### config.mk
export PLATFORM = sky130hd
export DESIGN_NAME = period_autorange_flat
export DESIGN_NICKNAME = d
export VERILOG_FILES = /design/src/rtl/freq_counter_pkg.sv /design/src/rtl/period_autorange_if.sv /design/src/rtl/period_autorange.sv /design/src/flat_wrapper.sv
export SDC_FILE = /design/constraint.sdc
export NUM_CORES = 1
export LEC_CHECK = 0
export CORE_ASPECT_RATIO = 0.8
export CORE_MARGIN = 5
export CORE_UTILIZATION = 40
export DETAILED_ROUTE_END_ITERATION = 7
export HOLD_SLACK_MARGIN = 0.05
export SLEW_MARGIN = 30
export SYNTH_ARGS = -nofsm -noshare
export SYNTH_HDL_FRONTEND = slang
export SYNTH_SLANG_ARGS = --single-unit
### constraint.sdc
create_clock -name clk -period 5.5 [get_ports clk]
set_input_delay 1.1 -clock clk [delete_from_list [all_inputs] [get_ports clk]]
set_output_delay 1.1 -clock clk [all_outputs]
set_load 0.01 [all_outputs]
### src/rtl/freq_counter_pkg.sv
// Shared constants and types for the frequency counter and its period auto-ranger.
// Holds the gate-period table, the default range index, the ranging FSM state
// encoding and the threshold/hysteresis defaults. The counter's UPDATE_PERIOD
// default should reference PERIOD_R1 from here.
package freq_counter_pkg;

  // Gate periods in clocks; index 0 is the longest (lowest-frequency) range.
  localparam int unsigned PERIOD_R0 = 4000;
  localparam int unsigned PERIOD_R1 = 1200;
  localparam int unsigned PERIOD_R2 = 400;
  localparam int unsigned PERIOD_R3 = 120;

  localparam logic [1:0] DEFAULT_RANGE = 2'd1;

  localparam int unsigned HIGH_THRESH_DEF = 90;
  localparam int unsigned LOW_THRESH_DEF  = 9;
  localparam int unsigned HYST_DEF        = 2;

  typedef enum logic [1:0] {
    StInit,
    StSettle,
    StMeasure,
    StLoad
  } ar_state_e;

  function automatic int unsigned period_of(logic [1:0] idx);
    int unsigned p;
    case (idx)
      2'd0:    p = PERIOD_R0;
      2'd1:    p = PERIOD_R1;
      2'd2:    p = PERIOD_R2;
      default: p = PERIOD_R3;
    endcase
    return p;
  endfunction

endpackage

### src/rtl/period_autorange_if.sv
// Bundle between the host/measurement side and the period auto-ranger.
//   meas_valid/meas_tens/meas_units : completed measurement (BCD digits + strobe)
//   auto_en                         : automatic ranging enable
//   host_period/host_load           : host period override request
//   period/period_load              : configuration port towards the counter
//   range_idx/range_change/locked   : ranging status
// slave = the ranger, master = whoever drives measurements and host requests.
interface period_autorange_if #(
  parameter int unsigned BITS = 12
) ();

  logic            meas_valid;
  logic [3:0]      meas_tens;
  logic [3:0]      meas_units;
  logic            auto_en;
  logic [BITS-1:0] host_period;
  logic            host_load;
  logic [BITS-1:0] period;
  logic            period_load;
  logic [1:0]      range_idx;
  logic            range_change;
  logic            locked;

  modport master (
    output meas_valid, meas_tens, meas_units, auto_en, host_period, host_load,
    input  period, period_load, range_idx, range_change, locked
  );

  modport slave (
    input  meas_valid, meas_tens, meas_units, auto_en, host_period, host_load,
    output period, period_load, range_idx, range_change, locked
  );

endinterface

### src/rtl/period_autorange.sv
// Gate-period auto-ranger for the frequency counter.
// Watches completed measurements and steps through a fixed period table so the
// two-digit reading stays in a displayable window, with hysteresis. A host
// period load overrides the automatic choice until the next range change.
// Ports:
//   clk   : system clock
//   reset : asynchronous, active-high reset
//   bus   : period_autorange_if.slave (measurement in, host request in,
//           period/period_load and status out); all outputs registered.
module period_autorange
  import freq_counter_pkg::*;
#(
  parameter int unsigned BITS        = 12,
  parameter int unsigned NUM_RANGES  = 4,
  parameter int unsigned HYST        = HYST_DEF,
  parameter int unsigned HIGH_THRESH = HIGH_THRESH_DEF,
  parameter int unsigned LOW_THRESH  = LOW_THRESH_DEF
) (
  input logic               clk,
  input logic               reset,
  period_autorange_if.slave bus
);

  localparam int unsigned CW      = $clog2(HYST + 1);
  localparam logic [1:0]  MAX_IDX = 2'(NUM_RANGES - 1);
  localparam logic [7:0]  HI_TH   = 8'(HIGH_THRESH);
  localparam logic [7:0]  LO_TH   = 8'(LOW_THRESH);

  ar_state_e       state_q, state_d;
  logic [BITS-1:0] period_q, period_d;
  logic            period_load_q, period_load_d;
  logic [1:0]      range_idx_q, range_idx_d;
  logic            range_change_q, range_change_d;
  logic            locked_q, locked_d;
  logic [CW-1:0]   hi_cnt_q, hi_cnt_d;
  logic [CW-1:0]   lo_cnt_q, lo_cnt_d;
  logic [1:0]      new_idx_q, new_idx_d;
  // A host load seen during INIT is held here and issued right after INIT's load.
  logic            host_pend_q, host_pend_d;
  logic [BITS-1:0] host_val_q, host_val_d;

  logic [7:0] reading;

  // Plain binary weighting; digits above 9 are used as-is (max 165).
  assign reading = ({4'd0, bus.meas_tens} * 8'd10) + {4'd0, bus.meas_units};

  always_comb begin
    state_d        = state_q;
    period_d       = period_q;
    period_load_d  = 1'b0;
    range_idx_d    = range_idx_q;
    range_change_d = 1'b0;
    locked_d       = locked_q;
    hi_cnt_d       = hi_cnt_q;
    lo_cnt_d       = lo_cnt_q;
    new_idx_d      = new_idx_q;
    host_pend_d    = host_pend_q;
    host_val_d     = host_val_q;

    if (state_q == StInit) begin
      period_d      = BITS'(period_of(range_idx_q));
      period_load_d = 1'b1;
      state_d       = StSettle;
      if (bus.host_load) begin
        host_pend_d = 1'b1;
        host_val_d  = bus.host_period;
      end
    end else if (bus.host_load || host_pend_q) begin
      // Host wins over any measurement or pending range change this cycle.
      period_d      = bus.host_load ? bus.host_period : host_val_q;
      period_load_d = 1'b1;
      hi_cnt_d      = '0;
      lo_cnt_d      = '0;
      host_pend_d   = 1'b0;
      state_d       = StSettle;
    end else begin
      case (state_q)
        StSettle: begin
          // First reading after a period change spans both periods: drop it.
          if (bus.meas_valid) state_d = StMeasure;
        end
        StMeasure: begin
          if (bus.meas_valid) begin
            locked_d = (reading >= LO_TH) && (reading <= HI_TH);
            if (!bus.auto_en) begin
              hi_cnt_d = '0;
              lo_cnt_d = '0;
            end else if ((reading > HI_TH) && (range_idx_q < MAX_IDX)) begin
              hi_cnt_d = hi_cnt_q + CW'(1);
              lo_cnt_d = '0;
              if (hi_cnt_d == CW'(HYST)) begin
                new_idx_d = range_idx_q + 2'd1;
                state_d   = StLoad;
              end
            end else if ((reading < LO_TH) && (range_idx_q > 2'd0)) begin
              lo_cnt_d = lo_cnt_q + CW'(1);
              hi_cnt_d = '0;
              if (lo_cnt_d == CW'(HYST)) begin
                new_idx_d = range_idx_q - 2'd1;
                state_d   = StLoad;
              end
            end else begin
              hi_cnt_d = '0;
              lo_cnt_d = '0;
            end
          end
        end
        StLoad: begin
          range_idx_d    = new_idx_q;
          period_d       = BITS'(period_of(new_idx_q));
          period_load_d  = 1'b1;
          range_change_d = 1'b1;
          hi_cnt_d       = '0;
          lo_cnt_d       = '0;
          state_d        = StSettle;
        end
        default: ;
      endcase
    end
  end

  always_ff @(posedge clk or posedge reset) begin
    if (reset) begin
      state_q        <= StInit;
      period_q       <= BITS'(PERIOD_R1);
      period_load_q  <= 1'b0;
      range_idx_q    <= DEFAULT_RANGE;
      range_change_q <= 1'b0;
      locked_q       <= 1'b0;
      hi_cnt_q       <= '0;
      lo_cnt_q       <= '0;
      new_idx_q      <= DEFAULT_RANGE;
      host_pend_q    <= 1'b0;
      host_val_q     <= '0;
    end else begin
      state_q        <= state_d;
      period_q       <= period_d;
      period_load_q  <= period_load_d;
      range_idx_q    <= range_idx_d;
      range_change_q <= range_change_d;
      locked_q       <= locked_d;
      hi_cnt_q       <= hi_cnt_d;
      lo_cnt_q       <= lo_cnt_d;
      new_idx_q      <= new_idx_d;
      host_pend_q    <= host_pend_d;
      host_val_q     <= host_val_d;
    end
  end

  assign bus.period       = period_q;
  assign bus.period_load  = period_load_q;
  assign bus.range_idx    = range_idx_q;
  assign bus.range_change = range_change_q;
  assign bus.locked       = locked_q;

endmodule

### src/flat_wrapper.sv
// flat-port wrapper written by rule: the top's interface ports become plain ports
module period_autorange_flat import freq_counter_pkg::*;
#(
  parameter int unsigned BITS        = 12,
  parameter int unsigned NUM_RANGES  = 4,
  parameter int unsigned HYST        = HYST_DEF,
  parameter int unsigned HIGH_THRESH = HIGH_THRESH_DEF,
  parameter int unsigned LOW_THRESH  = LOW_THRESH_DEF
)
  (clk, reset, bus_meas_valid, bus_meas_tens, bus_meas_units, bus_auto_en, bus_host_period, bus_host_load, bus_period, bus_period_load, bus_range_idx, bus_range_change, bus_locked);
  period_autorange_if #(.BITS(BITS)) bus_i ();
  input logic clk;
  input logic reset;
  input wire logic [$bits(bus_i.meas_valid)-1:0] bus_meas_valid;
  input wire logic [$bits(bus_i.meas_tens)-1:0] bus_meas_tens;
  input wire logic [$bits(bus_i.meas_units)-1:0] bus_meas_units;
  input wire logic [$bits(bus_i.auto_en)-1:0] bus_auto_en;
  input wire logic [$bits(bus_i.host_period)-1:0] bus_host_period;
  input wire logic [$bits(bus_i.host_load)-1:0] bus_host_load;
  output wire logic [$bits(bus_i.period)-1:0] bus_period;
  output wire logic [$bits(bus_i.period_load)-1:0] bus_period_load;
  output wire logic [$bits(bus_i.range_idx)-1:0] bus_range_idx;
  output wire logic [$bits(bus_i.range_change)-1:0] bus_range_change;
  output wire logic [$bits(bus_i.locked)-1:0] bus_locked;
  assign bus_i.meas_valid = bus_meas_valid;
  assign bus_i.meas_tens = bus_meas_tens;
  assign bus_i.meas_units = bus_meas_units;
  assign bus_i.auto_en = bus_auto_en;
  assign bus_i.host_period = bus_host_period;
  assign bus_i.host_load = bus_host_load;
  assign bus_period = bus_i.period;
  assign bus_period_load = bus_i.period_load;
  assign bus_range_idx = bus_i.range_idx;
  assign bus_range_change = bus_i.range_change;
  assign bus_locked = bus_i.locked;
  period_autorange #(.BITS(BITS), .NUM_RANGES(NUM_RANGES), .HYST(HYST), .HIGH_THRESH(HIGH_THRESH), .LOW_THRESH(LOW_THRESH)) u_core (.clk(clk), .reset(reset), .bus(bus_i));
endmodule
==> run summary <==
The tree is rooted in a clkbuf_8. The fraction of registers with async set or reset after synthesis is 1.00. The final count of pins violating max slew is 0. The critical path arrival came out at 4.41 ns. In the routed layout, each cell is associated on average with a via count of 5.18. Of the total power, the share spent switching nets is 0.350. The number of H-tree levels is 2. The leading cell type in the layout, fill and taps excluded is clkdlybuf4s50_1. Grouping stages by cell kind, the critical path spends the most delay in adder cells. Traced cell by cell, the critical path runs through clkdlybuf4s50_1 -> ha_1 -> ha_1 -> fa_1 -> xnor2_1 -> and4b_1 -> a311oi_1 -> a211o_1 -> nor3b_4 -> o22ai_1 -> a311o_1. The post-CTS setup buffer count came out at 0. Buffers placed on the I/O ports in this run total 41. After clock tree synthesis, the clock-pin slew on the worst setup and hold paths is 0.08 ns. The horizontal extent of the die is 96.9 µm. The number of cells upsized or downsized after cts is 0. The proportion of layout cells with a drive suffix above 1 is 0.108. VDD sags by at most 0.279 mV. On the final layout, the worst clock skew is 0.00863 ns. The multi-input logic area came out at 0.00136 mm². The clock period could shrink to 4.23 ns. The sequential standard cell area came out at 958 µm².

In this run the critical register-to-register path is launched from u_core.state_q[1]$_DFFE_PP0P_. The average size of a mapped cell came out at 9.60 µm². The initial antenna violation count came out at 0. The max-slew headroom at the worst pin is 0.501.

The yosys synthesis warning count came out at 0. The final estimated routing congestion in global placement came out at 0.776. TritonCTS built the clock tree. Along the worst path, the maximum fanout reaches 8.

From bottom edge to top edge, the die measures 79.6 µm. The number of buffers on the longest clock path came out at 2. The fmax is 236 MHz. The run finished with clean final reports.

STA classifies the critical path startpoint as an input pin. The post-synth design cell area is 0.00242 mm². The remaining global-route overflow is 0.

The full die area is 0.00771 mm². Of the total power, registers draw 0.348. The period utilization came out at 0.769. The critical path class is in -> reg. STA classifies the critical path endpoint as a register. TritonCTS created 5 clock buffers. The core occupancy in the finished layout came out at 0.520.

At the pin with the least slew margin, the transition time is 0.749 ns. The combinational cell fraction of total power is 0.440. The number of antenna repair diodes came out at 0. The cell area power density is 451 mW/mm². The max-cap check violation count came out at 0.

Setup repair after global routing left no endpoint under its margin. The synthesized netlist net count came out at 299. The filler cell count came out at 580.

In this run the worst hold path is classified as reg -> reg. The DRC violation total after the first TritonRoute iteration is 93. The internal portion of the total power is 0.897 mW. The number of hold-slack violations in the final timing report was 0. The total routing resource utilization after global routing came out at 0.144. On the critical path, the stage with the largest delay is an instance of clkdlybuf4s50_1. For this run, the leading register cell type out of synthesis is dfrtp_1. For this configuration, the core starts out at a cell density of 0.411.

The count of flip-flops with a built-in enable after synthesis is 0. The sum of negative setup slack is 0 ns. The beginning of the critical path is bus_meas_tens[3].

The number of hold buffers added after cts is 0. Counting flops and latches in the post-synthesis netlist gives 38. Synthesis produced a netlist whose cell count is 252.

The most used cell along the critical path is ha_1. Of the synthesized area, sequential elements account for 0.396. The CTS sink count is 38. The detailed placer's ending HPWL came out at 4070 µm. The placeable core region came out at 0.00588 mm². The total buffers and inverters traversed by the critical path is 1. The net count reported at finish came out at 341.

The placed instance count is 368. For this block, the routed nets add up to 5330 µm of wire. The required time of the worst setup path is 5.67 ns. The total DRC errors in the routed layout came out at 0. The number of antenna-violating nets in the routed design came out at 0. The part of the total power dissipated in the clock network is 0.213. The largest stage delay on the critical path came out at 0.57 ns.

The final setup violation count is 0. The routed via count came out at 1,947. The final cell count without fillers is 376. In this run the power spent charging and discharging nets is 0.483 mW.

Entering global routing, the biggest net connects 39 pins. 42 I/O pins were placed. The count of cell types in the netlist is 52. The first detailed-routing pass took 4 iterations.

The row count is 25. The worst hold path begins at u_core.bus.period[0]$_DFFE_PP0P_. Leaving out fill and tap cells, the most frequent cells in the layout are clkdlybuf4s50_1, dfrtp_1, nand2_1. The static leakage is 1.34 nW. The number of global-route vias before repair is 1,806.

The wire length of the first global-routing pass came out at 9000 µm. The post-detailed-route wirelength per cell is 14.2 µm. Compared with the post-synthesis result, the final layout area differs by 26.4%. The clock latency on the worst-skew pair came out at 0.29 ns.
==> worst paths after layout <==
check	to	slack [ns]	cells after the start
worst max register to register	u_core.new_idx_q[1]$_DFFE_PP0P_	2.84	7
min in group asynchronous	u_core.host_val_q[7]$_DFFE_PP0P_	1.23	3
max in group asynchronous	u_core.bus.period[4]$_DFFE_PP1P_	3.91	3
worst min register to register	u_core.bus.period[0]$_DFFE_PP0P_	0.48	2
worst max-delay path	u_core.new_idx_q[1]$_DFFE_PP0P_	1.27	11
worst min-delay path	u_core.bus.period[0]$_DFFE_PP0P_	0.48	2
==> power groups by stage <==
stage,logic [mW],clock network (mW),registers (mW)
final,0.607,0.294,0.480
after global routing,0.676,0.313,0.497
after CTS,0.612,0.301,0.480
after detailed placement,0.609,0,0.485
after global placement,0.603,0,0.482
after floorplan,0.369,0,0.494
==> per-stage QoR <==
| step | power [mW] | setup WS [ns] | instance area [µm²] | hold WS (ns) |
|---|---|---|---|---|
| after floorplan | 0.863 | 1.81 | 2420 | 0.443 |
| after global placement | 1.08 | 1.07 | 2920 | 0.459 |
| after detailed placement | 1.09 | 0.992 | 2920 | 0.468 |
| after CTS | 1.39 | 1.29 | 3060 | 0.486 |
| after global routing | 1.49 | 1.09 | 3060 | 0.521 |
| final | 1.38 | 1.27 | 3060 | 0.480 |
==> final cells by class <==
type | instances | area share
Sequential cell | 38 | 0.313
Multi-Input combinational cell | 188 | 0.446
Clock inverter | 2 | 0.0196
Timing Repair Buffer | 43 | 0.139
Tap cell | 81 | 0.0331
Clock buffer | 6 | 0.0270
Inverter | 18 | 0.0221
==> registers in the layout (all words and copies together) (netlist names) <==
name / cells
u_core.state_q: 2
u_core.host_pend_q: 1
u_core.lo_cnt_q: 2
u_core.new_idx_q: 2
u_core.bus.range_change: 1
u_core.bus.period_load: 1
u_core.host_val_q: 12
u_core.bus.period: 12
u_core.bus.range_idx: 2
u_core.hi_cnt_q: 2
u_core.bus.locked: 1
==> logic make-up after synthesis <==
| family | Yosys count | share of synthesized area |
|---|---|---|
| multiplexers | 22 | 0.0983 |
| AND/OR/NAND/NOR | 75 | 0.156 |
| XOR/XNOR | 2 | 0.00724 |
| buffers and inverters | 26 | 0.0404 |
| flip-flops | 38 | 0.396 |
| adder cells (fa/ha/maj) | 22 | 0.120 |
| AO/OA/AOI/OAI | 67 | 0.182 |
==> worst min-delay path, cell delays in order, from the launching register on <==
cell and delay (ns):
dfrtp_1 0.35, nand2_1 0.04, o21ai_0 0.06
==> cell usage after synthesis (all sizes together) (3+ instances only) <==
cell type / n / area (µm²)
nor3: 6 / 30.0
nand2: 26 / 97.6
o21ai: 22 / 114
a21o: 3 / 22.5
nand3: 3 / 15.0
mux2i: 11 / 110
dfstp: 6 / 158
a21oi: 14 / 70.1
or3: 3 / 18.8
nor2b: 5 / 38.8
a211oi: 3 / 22.5
mux2: 11 / 128
nor2: 19 / 71.3
ha: 20 / 250
clkbuf: 8 / 30.0
o22a: 4 / 35.0
inv: 18 / 67.6
dfrtp: 32 / 801
==> routing by layer <==
metal  vias to the layer above  global-route usage  routed length, µm
li1                        983                   -                  -
met1                       920               0.220               2920
met2                        37               0.197               2130
met3                         7              0.0376                234
met4                         0              0.0379                 48
met5                         -                   0                  0
No activity file was read; power rests on OpenSTA's default activity.
